--- src/rtl/acia_tx_pkg.sv ---
// Shared definitions for the ACIA serial link: state encodings, parity modes
// and the rounded baud divisor.
package acia_tx_pkg;

    typedef enum logic [2:0] {
        ST_IDLE   = 3'd0,
        ST_START  = 3'd1,
        ST_DATA   = 3'd2,
        ST_PARITY = 3'd3,
        ST_STOP   = 3'd4
    } tx_state_e;

    localparam int PAR_NONE = 0;
    localparam int PAR_EVEN = 1;
    localparam int PAR_ODD  = 2;

    // Number of pclk pulses per bit, rounded to nearest.
    function automatic int calc_div(input int clk_freq, input int sym_rate);
        return (clk_freq + sym_rate / 2) / sym_rate;
    endfunction

    // Width of a counter that spans 0..div-1 (at least one bit).
    function automatic int cnt_width(input int div);
        return (div > 1) ? $clog2(div) : 1;
    endfunction

endpackage

--- src/rtl/acia_tx_baud_tick.sv ---
// Bit-period timer: counts pclk pulses and flags the pulse that ends a bit.
// Held at zero while restart is high so the first bit starts on a clean count.
module acia_tx_baud_tick
    import acia_tx_pkg::*;
#(
    parameter int DIV = 29
) (
    input  logic clk,
    input  logic reset,
    input  logic pclk,
    input  logic restart,
    output logic bit_end
);

    localparam int            CW   = cnt_width(DIV);
    localparam logic [CW-1:0] LAST = CW'(DIV - 1);

    logic [CW-1:0] cnt_q, cnt_d;

    assign bit_end = pclk && (cnt_q == LAST);

    // Next count: hold at zero on restart, wrap at the end of each bit.
    always_comb begin
        cnt_d = cnt_q;
        if (restart) begin
            cnt_d = '0;
        end else if (pclk) begin
            cnt_d = (cnt_q == LAST) ? '0 : cnt_q + CW'(1);
        end
    end

    // Counter register.
    always_ff @(posedge clk) begin
        if (reset) begin
            cnt_q <= '0;
        end else begin
            cnt_q <= cnt_d;
        end
    end

endmodule

--- src/rtl/acia_tx.sv ---
// ACIA serial transmitter: one-byte holding register feeding a shift register
// that drives start / 8 data (LSB first) / optional parity / stop bits.
module acia_tx
    import acia_tx_pkg::*;
#(
    parameter int clk_freq  = 3333333,
    parameter int sym_rate  = 115200,
    parameter int PARITY    = 0,
    parameter int STOP_BITS = 1
) (
    input  logic       clk,
    input  logic       reset,
    input  logic       pclk,
    input  logic [7:0] tx_dat,
    input  logic       tx_stb,
    output logic       tx_rdy,
    output logic       tx_busy,
    output logic       tx_ovr,
    output logic       tx_serial
);

    localparam int   DIV       = calc_div(clk_freq, sym_rate);
    localparam logic LAST_STOP = (STOP_BITS == 2);

    tx_state_e  state_q, state_d;
    logic [7:0] hold_q, hold_d;
    logic       rdy_q, rdy_d;
    logic [7:0] shift_q, shift_d;
    logic [2:0] bitcnt_q, bitcnt_d;
    logic       stopcnt_q, stopcnt_d;
    logic       par_q, par_d;
    logic       serial_q, serial_d;
    logic       busy_q, busy_d;
    logic       ovr_q, ovr_d;
    logic       load;
    logic       restart;
    logic       bit_end;

    assign restart = (state_q == ST_IDLE);

    acia_tx_baud_tick #(.DIV(DIV)) u_tick (
        .clk     (clk),
        .reset   (reset),
        .pclk    (pclk),
        .restart (restart),
        .bit_end (bit_end)
    );

    assign tx_rdy    = rdy_q;
    assign tx_busy   = busy_q;
    assign tx_ovr    = ovr_q;
    assign tx_serial = serial_q;

    // Next-state logic: frame sequencing, holding-register handshake, overrun.
    always_comb begin
        state_d   = state_q;
        hold_d    = hold_q;
        rdy_d     = rdy_q;
        shift_d   = shift_q;
        bitcnt_d  = bitcnt_q;
        stopcnt_d = stopcnt_q;
        par_d     = par_q;
        serial_d  = serial_q;
        busy_d    = busy_q;
        ovr_d     = 1'b0;
        load      = 1'b0;

        unique case (state_q)
            ST_IDLE: begin
                if (!rdy_q && pclk) begin
                    load = 1'b1;
                end
            end
            ST_START: begin
                if (bit_end) begin
                    state_d  = ST_DATA;
                    serial_d = shift_q[0];
                    shift_d  = shift_q >> 1;
                    bitcnt_d = 3'd0;
                end
            end
            ST_DATA: begin
                if (bit_end) begin
                    if (bitcnt_q == 3'd7) begin
                        if (PARITY != PAR_NONE) begin
                            state_d  = ST_PARITY;
                            serial_d = par_q;
                        end else begin
                            state_d   = ST_STOP;
                            serial_d  = 1'b1;
                            stopcnt_d = 1'b0;
                        end
                    end else begin
                        serial_d = shift_q[0];
                        shift_d  = shift_q >> 1;
                        bitcnt_d = bitcnt_q + 3'd1;
                    end
                end
            end
            ST_PARITY: begin
                if (bit_end) begin
                    state_d   = ST_STOP;
                    serial_d  = 1'b1;
                    stopcnt_d = 1'b0;
                end
            end
            ST_STOP: begin
                if (bit_end) begin
                    if (stopcnt_q == LAST_STOP) begin
                        // A queued byte starts on this same edge: no idle gap.
                        if (!rdy_q) begin
                            load = 1'b1;
                        end else begin
                            state_d = ST_IDLE;
                            busy_d  = 1'b0;
                        end
                    end else begin
                        stopcnt_d = 1'b1;
                    end
                end
            end
            default: begin
                state_d = ST_IDLE;
            end
        endcase

        // Hold-to-shift transfer; the parity bit is fixed from the byte here.
        if (load) begin
            state_d  = ST_START;
            shift_d  = hold_q;
            par_d    = (^hold_q) ^ (PARITY == PAR_ODD);
            rdy_d    = 1'b1;
            serial_d = 1'b0;
            busy_d   = 1'b1;
        end

        // A strobe is only taken when the holding register was empty this cycle.
        if (tx_stb) begin
            if (rdy_q) begin
                hold_d = tx_dat;
                rdy_d  = 1'b0;
            end else begin
                ovr_d = 1'b1;
            end
        end
    end

    // State and output registers; reset truncates any frame and idles the line.
    always_ff @(posedge clk) begin
        if (reset) begin
            state_q   <= ST_IDLE;
            hold_q    <= 8'h00;
            rdy_q     <= 1'b1;
            shift_q   <= 8'h00;
            bitcnt_q  <= 3'd0;
            stopcnt_q <= 1'b0;
            par_q     <= 1'b0;
            serial_q  <= 1'b1;
            busy_q    <= 1'b0;
            ovr_q     <= 1'b0;
        end else begin
            state_q   <= state_d;
            hold_q    <= hold_d;
            rdy_q     <= rdy_d;
            shift_q   <= shift_d;
            bitcnt_q  <= bitcnt_d;
            stopcnt_q <= stopcnt_d;
            par_q     <= par_d;
            serial_q  <= serial_d;
            busy_q    <= busy_d;
            ovr_q     <= ovr_d;
        end
    end

endmodule

--- config.mk ---
export PLATFORM = sky130hd
export DESIGN_NAME = acia_tx
export DESIGN_NICKNAME = d
export VERILOG_FILES = /design/src/rtl/acia_tx_pkg.sv /design/src/rtl/acia_tx_baud_tick.sv /design/src/rtl/acia_tx.sv
export SDC_FILE = /design/constraint.sdc
export NUM_CORES = 1
export LEC_CHECK = 0
export ABC_AREA = 1
export CELL_PAD_IN_SITES_DETAIL_PLACEMENT = 0
export CELL_PAD_IN_SITES_GLOBAL_PLACEMENT = 1
export CORE_MARGIN = 5
export CORE_UTILIZATION = 43
export CTS_CLUSTER_DIAMETER = 200
export DETAILED_ROUTE_END_ITERATION = 16
export GPL_ROUTABILITY_DRIVEN = 0
export PLACE_DENSITY_LB_ADDON = 0.1
export SLEW_MARGIN = 20
export SYNTH_ARGS = -nofsm -noshare
export SYNTH_HDL_FRONTEND = slang
export SYNTH_SLANG_ARGS = --single-unit
--- constraint.sdc ---
create_clock -name clk -period 2.3 [get_ports clk]
set_input_delay 0.46 -clock clk [delete_from_list [all_inputs] [get_ports clk]]
set_output_delay 0.46 -clock clk [all_outputs]
set_load 0.01 [all_outputs]
==> reports/qor.txt <==
Pleak: 0.000722 uW
crit-path max FO: 6
slew margin rel.: 0.733
Min-Delay Endpoint: hold_q[5]$_SDFFE_PP0P_
outcome: complete, no violations
CTS tree: done
dpl ws: 0.215 ns
CTS clk-pin slew, worst paths: 0.09 ns
First DRT Iteration DRCs: 32
family with the most delay on the worst path: buffers and inverters
Routed Antenna Nets: 0
setup violators final: 0
Final Hold Vio Count: 0
crit-path cells: clkdlybuf4s50_1
YS warnings: 0
CTS buffer count: 5
total gr overflow: 0
Die Footprint: 4640 sq um
Clock Skew: 0.00709 ns
Final Cycle Share: 0.780
gr usage total: 0.146
crit path launch type: flop
cell row count: 21
max-slew violation count: 0
IO buf count: 15
Tmin final: 1.79 ns
Synth Area per Inst: 7.37 sq um
Root Driver: clkbuf_4
synthesized area: 1450 sq um
detailed-route via count: 1,277
diode count: 0
Seq cells post-synth: 31
CP arrival: 1.33 ns
clock latency on the worst-skew pair: 0.33 ns
I/O Pins: 16
Crit path required time: 1.84 ns
post_cts resized: 0
min-delay src: hold_q[5]$_SDFFE_PP0P_
fillcell total: 362
Worst Path Buf+Inv: 1
most common cell after layout, fill and taps aside: nand2_1
DRC violation count after routing: 0
critical path class: flop to primary output
main area contributors after synthesis: dfxtp_1, nand2_1, a21oi_1
CP max stage delay: 0.57 ns
post-synth top area share: 0.428
Post-Synthesis Cells: 197
first-pass GRT wire length: 4.98 mm
measured slew at the worst slew-check pin: 0.399 ns
Worst VDD drop: 0.000443 V
WHS Path Cells: 2
CP max-delay cell: clkdlybuf4s50_1
commonest cells after routing, fill and taps aside: nand2_1, dfxtp_1, a21oi_1
Worst setup startpoint: tx_rdy$_SDFF_PP1_
R2R depth: 10
Clock Path Buffers: 2
setup slack after layout: 0.506 ns
R2R setup slack: 0.67 ns
Pre-antenna DRT Iters: 6
vias in the first global route: 1,157
largest net degree at the start of global routing: 20
RSZ-0062 raised after global routing: no
CTS sink count: 31
DR WL/cell: 11.0 um
post-layout net count: 231
max-cap viol count: 0
die width: 68.1 um
layout cells sized above 1: 0.116
reg2reg start: u_tick.cnt_q[1]$_SDFFE_PP0P_
Unique masters post-synth: 27
crit path capture type: primary output
Mapped Nets: 213
H-tree Lvls: 2
maximum clock rate: 557 MHz
Power Density: 797 nW/um^2
Die H: 68.1 um
worst hold-check path type: flop to flop
CTS Hold Bufs: 0
vias per inst: 4.87
Initial Util: 0.438
Setup Fix Bufs, Post-CTS: 0
WL final: 2.89 mm
hpwl dp: 2.17 mm
initial antenna violation count: 0
Worst R2R End: shift_q[6]$_SDFFE_PP0P_
Core Area: 3310 sq um
area added between synthesis and finish: 17.4%
Seq/Total Area, Yosys: 0.428
Post-Route Setup TNS: 0 ns
Yosys top cell by area: dfxtp_1
==> per-stage QoR <==
stage          utilization  hold slack [ns]  power, uW  instances  area [sq um]
6_report             0.515            0.461       1360        262          1700
5_1_grt              0.515            0.495       1460        262          1700
4_1_cts              0.515            0.464       1370        262          1700
3_5_place_dp         0.494            0.452       1010        254          1640
3_3_place_gp         0.494            0.447       1000        254          1640
2_1_floorplan            -            0.429        914        197          1450
==> flip-flops by register name, summed over array words and instances (netlist names) <==
signal	cells
hold_q	8
shift_q	8
u_tick.cnt_q	5
bitcnt_q	3
state_q	3
tx_busy	1
tx_ovr	1
tx_rdy	1
tx_serial	1
==> how the worst max path moves through the flow <==
| stage | endpoint | cells past startpoint |
|---|---|---|
| 5_1_grt | tx_rdy | 1 |
| 4_1_cts | tx_rdy | 1 |
| 6_report | tx_rdy | 1 |
| 3_5_place_dp | shift_q[2]$_SDFFE_PP0P_ | 8 |
| 3_3_place_gp | shift_q[3]$_SDFFE_PP0P_ | 8 |
| 2_1_floorplan | shift_q[6]$_SDFFE_PP0P_ | 9 |
==> cells in the mapped netlist (all sizes together) <==
library cell / instances
o211ai: 1
buf: 3
a31oi: 1
nand2: 40
inv: 25
nand4: 3
nor3b: 1
a21oi: 22
o21ai: 13
xnor2: 1
mux2i: 1
o31ai: 1
xor2: 1
ha: 4
nor3: 4
nand3: 20
clkbuf: 3
dfxtp: 31
nor2: 22
==> area by class of cell <==
class                           count  area (sq um)  area share
Tap cell                           46          57.6      0.0338
Inverter                           25          93.8      0.0551
Multi-Input combinational cell    135           698       0.410
Clock buffer                        8          68.8      0.0404
Timing Repair Buffer               17           165      0.0969
Sequential cell                    31           621       0.364
==> kinds of logic after synthesis <==
| logic type | share of synthesized area |
|---|---|
| buffers and inverters | 0.0914 |
| DFF | 0.428 |
| AOI/OAI and AO/OA | 0.138 |
| xor gates and xnor gates | 0.0121 |
| adders and majority gates | 0.0345 |
| and+or+nand+nor | 0.290 |
| muxes | 0.00690 |
==> per-layer routing <==
metal  vias to the layer above  share of wire  track usage
li1                        679              -            -
met1                       568           0.46        0.160
met2                        23           0.47        0.245
met3                         7          0.048       0.0542
met4                         0          0.020       0.0744
met5                         -              0            0
==> power by group <==
group | switching [uW] | total [uW] | internal, uW
sequential | 42.6 | 635 | 593
clock | 179 | 358 | 180
combinational | 230 | 365 | 135
total | 451 | 1360 | 907
(Power assumes the default switching activity.)
